$ cat src/rtl/pipeline_pkg.sv
// Shared definitions for the memory stage: memory op codes, access size
// encodings, the bus FSM state type and the store byte-strobe helper.
package pipeline_pkg;

    localparam logic [31:0] MEM_NONE  = 32'd0;
    localparam logic [31:0] MEM_LOAD  = 32'd1;
    localparam logic [31:0] MEM_STORE = 32'd2;

    // Low two bits of the access size field: log2 of the access width in bytes.
    // Bit 2 of the size field selects zero-extension for loads.
    localparam logic [1:0] SIZE_B = 2'd0;
    localparam logic [1:0] SIZE_H = 2'd1;
    localparam logic [1:0] SIZE_W = 2'd2;
    localparam logic [1:0] SIZE_D = 2'd3;

    typedef enum logic [0:0] {
        ST_IDLE = 1'b0,
        ST_BUS  = 1'b1
    } mem_state_t;

    // Byte enables for an access of the given size starting at byte lane 0.
    function automatic logic [7:0] size_strobe(input logic [1:0] size);
        logic [7:0] strb;
        case (size)
            SIZE_B:  strb = 8'h01;
            SIZE_H:  strb = 8'h03;
            SIZE_W:  strb = 8'h0F;
            default: strb = 8'hFF;
        endcase
        return strb;
    endfunction

endpackage

$ cat src/rtl/mem_align.sv
// Combinational lane logic for a 64-bit doubleword memory port: store strobe
// and data shifting, load byte-lane extraction with sign/zero extension, and
// the natural-alignment check.
module mem_align #(
    parameter int DATA_WIDTH = 64
) (
    input  logic [2:0]            byte_off,
    input  logic [2:0]            size,
    input  logic [DATA_WIDTH-1:0] store_data,
    input  logic [DATA_WIDTH-1:0] load_raw,
    output logic [7:0]            wstrb,
    output logic [DATA_WIDTH-1:0] wdata,
    output logic [DATA_WIDTH-1:0] load_data,
    output logic                  misaligned
);
    import pipeline_pkg::*;

    logic [5:0]            lane_shift;
    logic [2:0]            align_mask;
    logic [DATA_WIDTH-1:0] shifted;
    logic                  sign_en;

    // Store lanes and alignment: the low address bits that must be zero
    // grow with the access size.
    always_comb begin
        lane_shift = {byte_off, 3'b000};
        wstrb      = size_strobe(size[1:0]) << byte_off;
        wdata      = store_data << lane_shift;
        case (size[1:0])
            SIZE_B:  align_mask = 3'b000;
            SIZE_H:  align_mask = 3'b001;
            SIZE_W:  align_mask = 3'b011;
            default: align_mask = 3'b111;
        endcase
        misaligned = |(byte_off & align_mask);
    end

    // Load path: move the addressed bytes down to lane 0, then extend.
    // Doubleword loads ignore the zero-extend bit.
    always_comb begin
        shifted = load_raw >> lane_shift;
        sign_en = ~size[2];
        case (size[1:0])
            SIZE_B:  load_data = {{(DATA_WIDTH-8){sign_en & shifted[7]}},   shifted[7:0]};
            SIZE_H:  load_data = {{(DATA_WIDTH-16){sign_en & shifted[15]}}, shifted[15:0]};
            SIZE_W:  load_data = {{(DATA_WIDTH-32){sign_en & shifted[31]}}, shifted[31:0]};
            default: load_data = shifted;
        endcase
    end

endmodule

$ cat src/rtl/pipeline_mem.sv
// Memory stage. Takes the execute result, runs aligned loads/stores over a
// req/ack doubleword port, and hands a registered writeback record onward.
//
// Handshakes: the upstream transfer happens on a rising edge where
// in_valid && ready; the downstream transfer happens on a rising edge where
// wb_valid && wb_ready. The bus request is raised in BUS and held, with
// address/data/strobes stable, until the cycle dmem_ack is seen high.
module pipeline_mem #(
    parameter int ADDR_WIDTH = 64,
    parameter int DATA_WIDTH = 64
) (
    input  logic                  clk,
    input  logic                  reset,
    input  logic                  in_valid,
    output logic                  ready,
    input  logic [ADDR_WIDTH-1:0] ex_res,
    input  logic [DATA_WIDTH-1:0] r2_val_mem,
    input  logic [4:0]            mem_dst_reg,
    input  logic [31:0]           mem_opcode,
    input  logic [2:0]            mem_operation_size,
    input  logic                  ecall_mem,
    output logic                  dmem_req,
    output logic                  dmem_we,
    output logic [ADDR_WIDTH-1:0] dmem_addr,
    output logic [DATA_WIDTH-1:0] dmem_wdata,
    output logic [7:0]            dmem_wstrb,
    input  logic                  dmem_ack,
    input  logic [DATA_WIDTH-1:0] dmem_rdata,
    output logic                  wb_valid,
    input  logic                  wb_ready,
    output logic [4:0]            wb_dst_reg,
    output logic [DATA_WIDTH-1:0] wb_data,
    output logic                  wb_ecall,
    output logic                  wb_misaligned,
    output logic                  dbg_state
);
    import pipeline_pkg::*;

    mem_state_t            state_q, state_d;
    logic                  accept, is_load, is_store, is_mem, start_bus;
    logic                  bus_done;
    logic [ADDR_WIDTH-1:0] addr_q;
    logic [2:0]            size_q;
    logic [4:0]            dst_q;
    logic                  ecall_q;

    logic [2:0]            align_off, align_size;
    logic [7:0]            align_wstrb;
    logic [DATA_WIDTH-1:0] align_wdata, align_load;
    logic                  align_misal;

    // Decode the incoming op; unknown opcodes behave as plain ALU results.
    always_comb begin
        is_load   = (mem_opcode == MEM_LOAD);
        is_store  = (mem_opcode == MEM_STORE);
        is_mem    = is_load | is_store;
        accept    = in_valid & ready;
        start_bus = accept & is_mem & ~align_misal;
        bus_done  = (state_q == ST_BUS) & dmem_ack;
        // While a bus access is open the lane logic works on the latched
        // address/size, otherwise on the instruction being offered.
        if (state_q == ST_BUS) begin
            align_off  = addr_q[2:0];
            align_size = size_q;
        end else begin
            align_off  = ex_res[2:0];
            align_size = mem_operation_size;
        end
    end

    mem_align #(
        .DATA_WIDTH (DATA_WIDTH)
    ) u_align (
        .byte_off   (align_off),
        .size       (align_size),
        .store_data (r2_val_mem),
        .load_raw   (dmem_rdata),
        .wstrb      (align_wstrb),
        .wdata      (align_wdata),
        .load_data  (align_load),
        .misaligned (align_misal)
    );

    // FSM state register.
    always_ff @(posedge clk or negedge reset) begin
        if (!reset) state_q <= ST_IDLE;
        else        state_q <= state_d;
    end

    // FSM next state: open a bus access on an aligned load/store, close it on ack.
    always_comb begin
        state_d = state_q;
        case (state_q)
            ST_IDLE: if (start_bus) state_d = ST_BUS;
            ST_BUS:  if (dmem_ack)  state_d = ST_IDLE;
            default: state_d = ST_IDLE;
        endcase
    end

    // FSM outputs: upstream ready only when idle and the wb slot is free or draining.
    always_comb begin
        ready     = (state_q == ST_IDLE) & (~wb_valid | wb_ready);
        dmem_req  = (state_q == ST_BUS);
        dbg_state = state_q;
    end

    // Latch the bus access fields when an aligned load/store is accepted.
    always_ff @(posedge clk or negedge reset) begin
        if (!reset) begin
            dmem_we    <= 1'b0;
            dmem_addr  <= '0;
            dmem_wdata <= '0;
            dmem_wstrb <= '0;
            addr_q     <= '0;
            size_q     <= '0;
            dst_q      <= '0;
            ecall_q    <= 1'b0;
        end else if (start_bus) begin
            dmem_we    <= is_store;
            dmem_addr  <= {ex_res[ADDR_WIDTH-1:3], 3'b000};
            dmem_wdata <= is_store ? align_wdata : '0;
            dmem_wstrb <= is_store ? align_wstrb : 8'h00;
            addr_q     <= ex_res;
            size_q     <= mem_operation_size;
            dst_q      <= mem_dst_reg;
            ecall_q    <= ecall_mem;
        end
    end

    // Writeback record: loaded directly for ALU ops and misaligned accesses,
    // or on bus completion; otherwise it drains when the next stage takes it.
    always_ff @(posedge clk or negedge reset) begin
        if (!reset) begin
            wb_valid      <= 1'b0;
            wb_dst_reg    <= '0;
            wb_data       <= '0;
            wb_ecall      <= 1'b0;
            wb_misaligned <= 1'b0;
        end else if (accept && !start_bus) begin
            wb_valid      <= 1'b1;
            wb_ecall      <= ecall_mem;
            wb_data       <= DATA_WIDTH'(ex_res);
            wb_misaligned <= is_mem;
            wb_dst_reg    <= is_mem ? 5'd0 : mem_dst_reg;
        end else if (bus_done) begin
            wb_valid      <= 1'b1;
            wb_ecall      <= ecall_q;
            wb_misaligned <= 1'b0;
            wb_dst_reg    <= dmem_we ? 5'd0 : dst_q;
            wb_data       <= dmem_we ? DATA_WIDTH'(addr_q) : align_load;
        end else if (wb_ready) begin
            wb_valid      <= 1'b0;
        end
    end

endmodule

$ cat config.mk
export PLATFORM = sky130hd
export DESIGN_NAME = pipeline_mem
export DESIGN_NICKNAME = d
export VERILOG_FILES = /design/src/rtl/pipeline_pkg.sv /design/src/rtl/mem_align.sv /design/src/rtl/pipeline_mem.sv
export SDC_FILE = /design/constraint.sdc
export NUM_CORES = 1
export LEC_CHECK = 0
export CAP_MARGIN = 40
export CORE_UTILIZATION = 30
export DETAILED_ROUTE_END_ITERATION = 10
export PLACE_DENSITY = 0.55
export SYNTH_ARGS = -nofsm -noshare
export SYNTH_HDL_FRONTEND = slang
export SYNTH_SLANG_ARGS = --single-unit
$ cat constraint.sdc
create_clock -name clk -period 5.6 [get_ports clk]
set_clock_uncertainty 0.15 [all_clocks]
set_input_delay 0.84 -clock clk [delete_from_list [all_inputs] [get_ports clk]]
set_output_delay 0.84 -clock clk [all_outputs]
set_load 0.1 [all_outputs]
==> run metrics <==
Worst R2R Setup Slack 1400 ps; std cell rows 77; Root Buffer clkbuf_16; total of fill cells in the finished design 3887; RSZ-0062 raised after global routing false; nets 2344; crit path max fanout 31; share of layout cells above drive strength 1 0.1721; WL final 63980 µm; die height 215.6 µm; run status complete, no violations; Critical path destination wb_data[53]$_DFFE_PN0P_; gpl congestion 0.8826; min-delay worst type input port to asynchronous set/reset pin; Area growth syn-to-layout 71.67%; Clk pin slew, worst setup/hold paths 60 ps; Req. time, crit path 5880 ps; Max Cap Viol 0; Peak VDD IR 0.0002405 V; Mapped Area 0.01369 mm²; TritonCTS buffer count 28; crit path time final 4203 ps; PwrDens 232.0 mW/mm²; Crit Reg-Reg Endpoint wb_data[53]$_DFFE_PN0P_; post-DP HPWL 47670 µm; final core occ 0.5267; via count 14750; Residual DRC 0; gr ovfl total 0; clk_lat worst skew 580 ps; initial antenna violation count 19; clk buf depth 3; Synth warnings 0; # hold bufs at CTS 0; DR pass1 iterations 6; slew margin rel. 0.2864; Syn Area/Cell 8.608 µm²; Seq/Total Area, Yosys 0.4004; Post-synth top cells 410 x nand2_1, 219 x dfrtp_1, 126 x o21ai_0; PostCTS Resize Cnt 0; DRT iter0 DRCs 1380; Slew @ Worst Pin 1070 ps; Post-DRT Antenna Nets 0; Area contributors post-synth dfrtp_1 40%, nand2_1 11%, mux2i_1 5.3%, mux4_2 5.1%, o21ai_0 4.6%; number of global-route vias before repair 14850; Post-synth top flop dfrtp_1; arrival time worst endpoint 4480 ps; pin count of the biggest net entering global routing 122; Setup Buffers After CTS 0; global-route wire length before repair 96610 µm; hold slack final 145.1 ps; ys async rst share 1.000; Port Buffers 446; gr usage total 0.2713; area fraction of the dominant cell type after synthesis 0.4004; Setup TNS 0 ps; crit path from dbg_state$_DFF_PN0_; Die ar. 0.04648 mm²; critical path startpoint category flip-flop; post-synth top area cell dfrtp_1; Largest regs addr_q: 64 flops, dmem_wdata: 64 flops, wb_data: 64 flops; die width 215.6 µm; CTS tree done; Yosys cell types 57; Post-synth EDFFs 0; CP endpoint kind flip-flop; cell area after layout 0.02350 mm²; wire length per cell 23.40 µm; Synth Register Bits 219; Via density 5.394; Leak 9.914 nW; Max Fclk 237.9 MHz; pins over their slew limit 0; critical path type flip-flop to flip-flop; worst r2r path cells 8; CP max stage cell mux2_2; CP max stage delay 690 ps; starting density of the core 0.3068; core box area 0.04461 mm²; count leader, synth nand2_1; CP dominant cell by count buf_4; critical-path cell list buf_4 > mux2_2 > mux4_2 > mux2i_1 > o31a_2 > buf_4 > a41oi_1 > o21bai_1; H-tree depth 1; reg-to-reg startpoint dbg_state$_DFF_PN0_; Top-Level Pins 450; Hold Violations, Final 0; CTS Sinks 219; Final period util 0.7505; count of final setup violators 0; dpl cell area 0.02249 mm²; Mapped Cells 1590
==> cells in the final DEF (no fill, tap or decap), drive strengths merged, types with 9 or more instances in the layout <==
cell | synthesis | routed
clkdlybuf4s50 | 0 | 445
nand2 | 410 | 410
buf | 123 | 242
dfrtp | 219 | 219
o21ai | 156 | 156
nand3 | 82 | 82
mux2i | 76 | 76
a21oi | 57 | 57
nor2 | 52 | 52
clkbuf | 80 | 40
nor3 | 36 | 36
mux4 | 33 | 33
a22oi | 26 | 26
a41oi | 23 | 23
o21bai | 22 | 22
mux2 | 22 | 22
o22ai | 18 | 18
a31oi | 16 | 16
diode | 0 | 15
o21a | 15 | 15
and3 | 15 | 15
o211ai | 13 | 13
nand4 | 10 | 10
a22o | 10 | 10
a41o | 9 | 9
nor4 | 9 | 9
==> worst min-delay path by stage <==
stage                                     startpoint                          to  slack (ps)  cells past startpoint
after detailed placement  dmem_wdata[51]$_DFFE_PN0P_  dmem_wdata[51]$_DFFE_PN0P_         310                      2
after CTS                                      reset        wb_valid$_DFFE_PN0P_         260                      1
after global routing                           reset        wb_valid$_DFFE_PN0P_         230                      1
after floorplan                size_q[2]$_DFFE_PN0P_       size_q[2]$_DFFE_PN0P_         280                      2
final                                          reset        wb_valid$_DFFE_PN0P_         150                      1
after global placement         size_q[2]$_DFFE_PN0P_       size_q[2]$_DFFE_PN0P_         300                      2
==> metal layers <==
layer / share of wire / routed length (µm) / global-route usage / vias to the layer above
met5: 0.0013 / 83 / 0 / -
met1: 0.44 / 27910 / 0.3779 / 7310
met2: 0.46 / 29220 / 0.4190 / 652
met3: 0.071 / 4553 / 0.05229 / 127
li1: - / - / - / 6649
met4: 0.035 / 2221 / 0.09196 / 8
==> per-stage QoR <==
stage,std cells,worst slack [ps],power [mW]
final,2734,1397,5.452
after global routing,2731,1214,5.622
after CTS,2719,1393,5.475
after detailed placement,2668,948.0,3.555
after global placement,2451,1067,3.205
after floorplan,1592,2089,2.640
==> report_power, final <==
part / leakage [nW] / switching [mW] / internal, mW / total [mW]
logic: 6.56 / 1.08 / 0.743 / 1.82
clock network: 0.475 / 0.750 / 1.16 / 1.91
registers: 2.88 / 0.0563 / 1.66 / 1.71
total: 9.91 / 1.89 / 3.56 / 5.45
==> worst max-delay path, delay by kind of cell, from the launching register on <==
kind / cells / cell delay (ps)
muxes: 3 / 1510
AOI/OAI and AO/OA: 3 / 1000
buffers and inverters: 2 / 710
DFF: 1 / 660
==> kinds of logic (layout without fill, tap and decap cells) <==
logic type,Yosys count,after routing,synth area share
flops,219,219,0.4004
mux,131,131,0.1312
simple gates,632,632,0.1986
buf+inv,208,743,0.08292
compound gates,398,398,0.1860
xor+xnor,1,1,0.0006400
other cells,1,18,0.0002740
==> final cells by class <==
| type | count | area, µm² | share of cell area |
|---|---|---|---|
| Antenna cell | 15 | 37.54 | 0.001598 |
| Clock buffer | 40 | 785.8 | 0.03344 |
| Clock inverter | 11 | 187.7 | 0.007988 |
| Inverter | 5 | 18.77 | 0.0007988 |
| Multi-Input combinational cell | 1165 | 7152 | 0.3044 |
| Sequential cell | 219 | 5480 | 0.2332 |
| Tap cell | 592 | 740.7 | 0.03152 |
| Timing Repair Buffer | 687 | 9094 | 0.3870 |
Power figures use the tool's default switching activity.
